[config.mk]
export PLATFORM = sky130hd
export DESIGN_NAME = fetch_stage
export DESIGN_NICKNAME = d
export VERILOG_FILES = /design/src/rtl/cpu_pkg.sv /design/src/rtl/if_id_reg.sv /design/src/rtl/fetch_stage.sv
export SDC_FILE = /design/constraint.sdc
export NUM_CORES = 1
export LEC_CHECK = 0
export BUFFER_PORTS_ARGS = -buffer_cell sky130_fd_sc_hd__buf_2
export CORE_ASPECT_RATIO = 0.9
export CORE_MARGIN = 5
export CORE_UTILIZATION = 40
export CTS_CLUSTER_DIAMETER = 120
export DETAILED_ROUTE_END_ITERATION = 10
export GPL_ROUTABILITY_DRIVEN = 1
export HOLD_SLACK_MARGIN = 0.1
export PLACE_DENSITY = 0.67
export REMOVE_ABC_BUFFERS = 1
export SETUP_SLACK_MARGIN = 0.4
export SYNTH_ARGS = -nofsm -noshare
export SYNTH_HDL_FRONTEND = slang
export SYNTH_SLANG_ARGS = --single-unit
[constraint.sdc]
create_clock -name clk -period 1.9 [get_ports clk]
set_clock_uncertainty 0.2 [all_clocks]
set_input_delay 0.57 -clock clk [delete_from_list [all_inputs] [get_ports clk]]
set_output_delay 0.57 -clock clk [all_outputs]
set_load 0.005 [all_outputs]
[src/rtl/cpu_pkg.sv]
// -----------------------------------------------------------------------------
// cpu_pkg
// Shared types and constants for the 5-stage pipeline.
//   XLEN          datapath width
//   NOP_INSTR     instruction word used for pipeline bubbles
//   fetch_state_t fetch control FSM states {IDLE, RUN, HALT}
//   stage_ctrl_t  pipeline-register control {load, hold, bubble}
//   if_id_t       IF/ID pipeline register contents {instr, pc, valid}
//   IF_ID_BUBBLE  IF/ID value for an empty slot (also the reset value)
// -----------------------------------------------------------------------------
package cpu_pkg;

  localparam int XLEN = 32;

  localparam logic [XLEN-1:0] NOP_INSTR = 32'h0000_0000;

  typedef enum logic [1:0] {
    IDLE,
    RUN,
    HALT
  } fetch_state_t;

  typedef enum logic [1:0] {
    REG_LOAD,
    REG_HOLD,
    REG_BUBBLE
  } stage_ctrl_t;

  typedef struct packed {
    logic [XLEN-1:0] instr;
    logic [XLEN-1:0] pc;
    logic            valid;
  } if_id_t;

  localparam if_id_t IF_ID_BUBBLE = '{instr: NOP_INSTR, pc: '0, valid: 1'b0};

endpackage

[src/rtl/if_id_reg.sv]
// -----------------------------------------------------------------------------
// if_id_reg
// IF/ID pipeline register with load / hold / bubble control. Written around a
// generic control enum so the later stage registers can follow the same shape.
// Ports:
//   clk   in   clock, rising edge
//   rst   in   asynchronous reset, active-low (clears to a bubble)
//   ctrl  in   REG_LOAD: q<=d, REG_HOLD: q holds, REG_BUBBLE: q<=IF_ID_BUBBLE
//   d     in   next IF/ID contents
//   q     out  registered IF/ID contents
// -----------------------------------------------------------------------------
module if_id_reg
  import cpu_pkg::*;
(
  input  logic        clk,
  input  logic        rst,
  input  stage_ctrl_t ctrl,
  input  if_id_t      d,
  output if_id_t      q
);

  // NOTE: sequential state uses non-blocking (<=) so every register samples
  // pre-edge values regardless of block ordering in simulation.
  always_ff @(posedge clk or negedge rst) begin
    if (!rst) begin
      q <= IF_ID_BUBBLE;
    end else begin
      case (ctrl)
        REG_LOAD:   q <= d;
        REG_BUBBLE: q <= IF_ID_BUBBLE;
        default:    q <= q;
      endcase
    end
  end

endmodule

[src/rtl/fetch_stage.sv]
// -----------------------------------------------------------------------------
// fetch_stage
// IF stage: PC register, start/halt control FSM, instruction-memory addressing
// and the IF/ID pipeline register feeding ID.
// Parameters:
//   RESET_PC    PC loaded on reset
//   IMEM_DEPTH  instruction memory words; imem_addr = pc mod IMEM_DEPTH
//   HALT_INSTR  instruction word that stops fetch
// Ports:
//   clk            in   clock, rising edge
//   rst            in   asynchronous reset, active-low
//   start          in   level; leaves IDLE when high
//   stall          in   hold PC and IF/ID (from hazard unit)
//   flush          in   taken branch in EX; redirect PC and kill IF/ID
//   branch_target  in   redirect PC
//   imem_addr      out  word address to instruction ROM (combinational read)
//   imem_rdata     in   instruction at imem_addr, same cycle
//   instr_id       out  IF/ID instruction (NOP_INSTR when bubble)
//   pc_id          out  IF/ID PC of instr_id
//   valid_id       out  instr_id is a real instruction
//   running        out  state == RUN
//   halted         out  state == HALT
// Configuration:
//   FETCH_PERF_EN  adds perf_fetch_cnt (RUN edges that loaded a valid instr)
//                  and perf_stall_cnt (RUN edges with stall=1, flush=0).
// -----------------------------------------------------------------------------
module fetch_stage
  import cpu_pkg::*;
#(
  parameter logic [31:0] RESET_PC   = 32'h0,
  parameter int          IMEM_DEPTH = 256,
  parameter logic [31:0] HALT_INSTR = 32'hFFFF_FFFF
) (
  input  logic                          clk,
  input  logic                          rst,
  input  logic                          start,
  input  logic                          stall,
  input  logic                          flush,
  input  logic [31:0]                   branch_target,
  output logic [$clog2(IMEM_DEPTH)-1:0] imem_addr,
  input  logic [31:0]                   imem_rdata,
  output logic [31:0]                   instr_id,
  output logic [31:0]                   pc_id,
  output logic                          valid_id,
  output logic                          running,
  output logic                          halted
`ifdef FETCH_PERF_EN
  ,
  output logic [31:0]                   perf_fetch_cnt,
  output logic [31:0]                   perf_stall_cnt
`endif
);

  localparam int AW = $clog2(IMEM_DEPTH);

  fetch_state_t    state, state_next;
  logic [XLEN-1:0] pc, pc_next;
  stage_ctrl_t     id_ctrl;
  if_id_t          id_d, id_q;

  // NOTE: reset is asynchronous; PC and state take their reset values the
  // moment rst falls, not at the next clock edge.
  always_ff @(posedge clk or negedge rst) begin
    if (!rst) begin
      state <= IDLE;
      pc    <= RESET_PC;
    end else begin
      state <= state_next;
      pc    <= pc_next;
    end
  end

  // Next-state, next-PC and IF/ID control. Priority in RUN is
  // flush > stall > halt detection > normal fetch.
  always_comb begin
    // NOTE: every output of this block gets a default first so no path can
    // leave a variable unassigned and infer a latch.
    state_next = state;
    pc_next    = pc;
    id_ctrl    = REG_BUBBLE;
    id_d       = '{instr: imem_rdata, pc: pc, valid: 1'b1};

    case (state)
      IDLE: begin
        if (start) state_next = RUN;
      end
      RUN: begin
        if (flush) begin
          pc_next = branch_target;
        end else if (stall) begin
          id_ctrl = REG_HOLD;
        end else if (imem_rdata == HALT_INSTR) begin
          // PC stays on the halt word so imem_addr points at it while halted.
          state_next = HALT;
        end else begin
          id_ctrl = REG_LOAD;
          pc_next = pc + 32'd1;
        end
      end
      HALT: begin
        // An older branch can still resolve after the halt word was fetched;
        // that redirect must resume fetching.
        if (flush) begin
          pc_next    = branch_target;
          state_next = RUN;
        end
      end
      default: begin
        state_next = IDLE;
      end
    endcase
  end

  if_id_reg u_if_id_reg (
    .clk  (clk),
    .rst  (rst),
    .ctrl (id_ctrl),
    .d    (id_d),
    .q    (id_q)
  );

  assign imem_addr = pc[AW-1:0];
  assign instr_id  = id_q.instr;
  assign pc_id     = id_q.pc;
  assign valid_id  = id_q.valid;
  assign running   = (state == RUN);
  assign halted    = (state == HALT);

`ifdef FETCH_PERF_EN
  always_ff @(posedge clk or negedge rst) begin
    if (!rst) begin
      perf_fetch_cnt <= '0;
      perf_stall_cnt <= '0;
    end else if (state == RUN) begin
      if (id_ctrl == REG_LOAD) perf_fetch_cnt <= perf_fetch_cnt + 32'd1;
      if (stall && !flush)     perf_stall_cnt <= perf_stall_cnt + 32'd1;
    end
  end
`endif

endmodule

==> impl_metrics.toml <==
[clock_tree]
cts_max_path_buffers = 2
cts.clk_slew.worst_paths_ns = 0.08
cts_tree = "yes"
cts_root_buf = "clkbuf_16"
cts_max_level = 3
cts_sinks = 99
clkLatencyLatePin_ns = 0.35
cts_made_buffers = 9

[logic_synthesis]
syn_area_mm2 = 0.00474
yosysUniqueCellTypes = 56
yosys_warnings = 0
yosysSeqAreaShare = 0.522
avgSynthCellArea_um2 = 10.7
synth_edf_count = 0
async_reset_ff_frac = 1.00
synth_top_area_frac = 0.522
synth_top_area_cell = "dfrtp_1"
syn_inst = 443
ys_seq_elements = 99
ys.flop_type = "dfrtp_1"
yosys-top-cells-area = "dfrtp_1 52%, a22o_1 12%, a21oi_1 3.5%"

[placement]
hpwl_um = 9830
gp_congestion = 0.866
placed_area_mm2 = 0.00616
portBuffers = 143
dpl.cell_count = 784

[floorplanning]
die_area_mm2 = 0.0141
num_rows = 37
pin_count = 144
die_y_um = 113
design.core.area_mm2 = 0.0115
die_width_um = 125
initial_core_util = 0.411

[critical_path]
crit_chain = "buf_6 -> nand4_1 -> or4_4 -> o31a_1 -> buf_12 -> buf_4 -> o2bb2ai_2"
cp-end-kind = "flip-flop"
critical_path_class = "in2reg"
crit_path_max_fanout = 19
crit_slowest_cell = "or4_4"
crit_family = "simple AND/OR/NAND/NOR gates"
crit_buf_inv = 3
critPathMaxStageDelay_ns = 0.58
start_kind = "input pin"
arrival_ns = 2.18
crit_required_ns = 1.94

[global_routing]
overflow = 0
grt_pass1_wl_um = 25000
grt_max_degree = 66
first_global_vias = 4856
gr-usage-all-layers = 0.217
grt_antenna_before_repair = 0

[timing]
rsz0062_at_grt = "yes"
tightestPinTransition_ns = 0.507
timing_hold_violations_final = 0
finalSetupTns_ns = -14.57
maxSlewViolCount = 0
setup_ws_ns = -0.241
fmax_mhz = 467
finalSetupViolations = 101
period_minus_slack_ns = 2.14
slew_headroom = 0.662
finalCritPeriodShare = 1.13

[route]
antenna_left = 0
drtIter0Drc = 275
vias = 4826
drt_wl_total_um = 16100
routedWlPerCell_um = 18.4
avgViaCountPerCell = 5.52
firstDrtPassIters = 4
drt_drc_violations_left = 0

[power_and_ir_drop]
leakagePower_nw = 3.76
total_power_mw = 5.72
peakVddDrop_mv = 0.447
power.density_mw_per_mm2 = 757

[layout]
final_common_cell = "buf_4"
layout.nets = 786
area_growth_syn_to_layout_pct = 59.2
drive_gt1_frac = 0.519
nFillCells = 875
regArea_mm2 = 0.00248
fin_util = 0.655
multi_input_area_mm2 = 0.00222
stdcell_count = 874
final_area_mm2 = 0.00755
final_cell_mix = "132 x buf_4, 116 x buf_2, 99 x dfrtp_1"
diodes = 0

[worst_hold_path]
worstHoldPathType = "in2reg"

[run_status]
violations = "negative setup slack"
outcome = "finished, violations left"

[flow_run]
max_cap_violations = 0
## metrics by stage
stage          hold WS (ns)  setup slack [ns]
2_1_floorplan        0.0744             -3.14
3_3_place_gp          0.254            -0.525
3_5_place_dp          0.261            -0.559
4_1_cts               0.218            -0.184
5_1_grt               0.220            -0.258
6_report              0.230            -0.241
## synthesized netlist by cell type, drive strengths merged, types with 2 or more instances
| master | number |
|---|---|
| a311oi | 2 |
| a2bb2oi | 11 |
| clkbuf | 19 |
| nand4 | 20 |
| o21ai | 19 |
| nor3b | 2 |
| nor2b | 3 |
| a21o | 2 |
| nand2 | 31 |
| mux2i | 4 |
| nor2 | 16 |
| a31oi | 5 |
| a41o | 3 |
| or3 | 2 |
| and4 | 3 |
| a211oi | 4 |
| o31ai | 3 |
| nor3 | 2 |
| ha | 4 |
| a32oi | 2 |
| o41ai | 2 |
| nor4 | 5 |
| inv | 9 |
| a22o | 65 |
| buf | 25 |
| a21oi | 35 |
| nand2b | 3 |
| nand3 | 12 |
| and2 | 2 |
| dfrtp | 99 |
| or4 | 2 |
| and3 | 5 |
| o22ai | 10 |
| or2 | 2 |
## final timing paths
| kind | startpoint | end | slack, ns | cells after the start |
|---|---|---|---|---|
| min in group asynchronous | rst | u_if_id_reg.q[35] | 0.57 | 3 |
| max in group asynchronous | rst | pc[26] | 0.63 | 3 |
| setup reg to reg | state[0] | pc[29] | -0.19 | 7 |
| setup / recovery | imem_rdata[31] | pc[31] | -0.24 | 7 |
| hold reg to reg | u_if_id_reg.q[0] | u_if_id_reg.q[0] | 0.27 | 1 |
| hold / removal | imem_rdata[17] | u_if_id_reg.q[50] | 0.23 | 2 |
## power breakdown
group / switching (mW) / total (mW) / internal, mW
clock network: 0.834 / 1.86 / 1.03
logic: 0.628 / 1.42 / 0.795
registers: 0.134 / 2.43 / 2.30
total: 1.60 / 5.72 / 4.12
## timing repair
action	4_1_cts	5_1_grt
hold buffers	1	0
setup buffers	43	25
setup endpoints to repair	174	212
pin swaps	3	5
gates cloned	4	1
endpoints found under the hold margin	61	0
gates resized for setup	47	50
## layer usage
metal / wire length (µm) / track usage
met1: 7210 / 0.290
met2: 7880 / 0.357
met3: 850 / 0.0562
met4: 152 / 0.0467
met5: 0 / 0
## sequential cells by signal (all words and copies together), names as in the netlist
signal         flops
u_if_id_reg.q     65
state              2
pc                32
## area by class of cell
cell class              count  share of cell area
multi-input cells         291               0.294
inverters                   9             0.00447
flip-flops and latches     99               0.328
well taps                 156              0.0258
repair buffers            303               0.308
clock buffers               9              0.0298
clock inverters             7              0.0101
## cell families after synthesis
logic type / synth area share
AOI/OAI and AO/OA: 0.274
and+or+nand+nor: 0.128
DFF: 0.522
buffers and inverters: 0.0567
muxes: 0.00844
adders and majority gates: 0.0106
(Power assumes the default switching activity.)
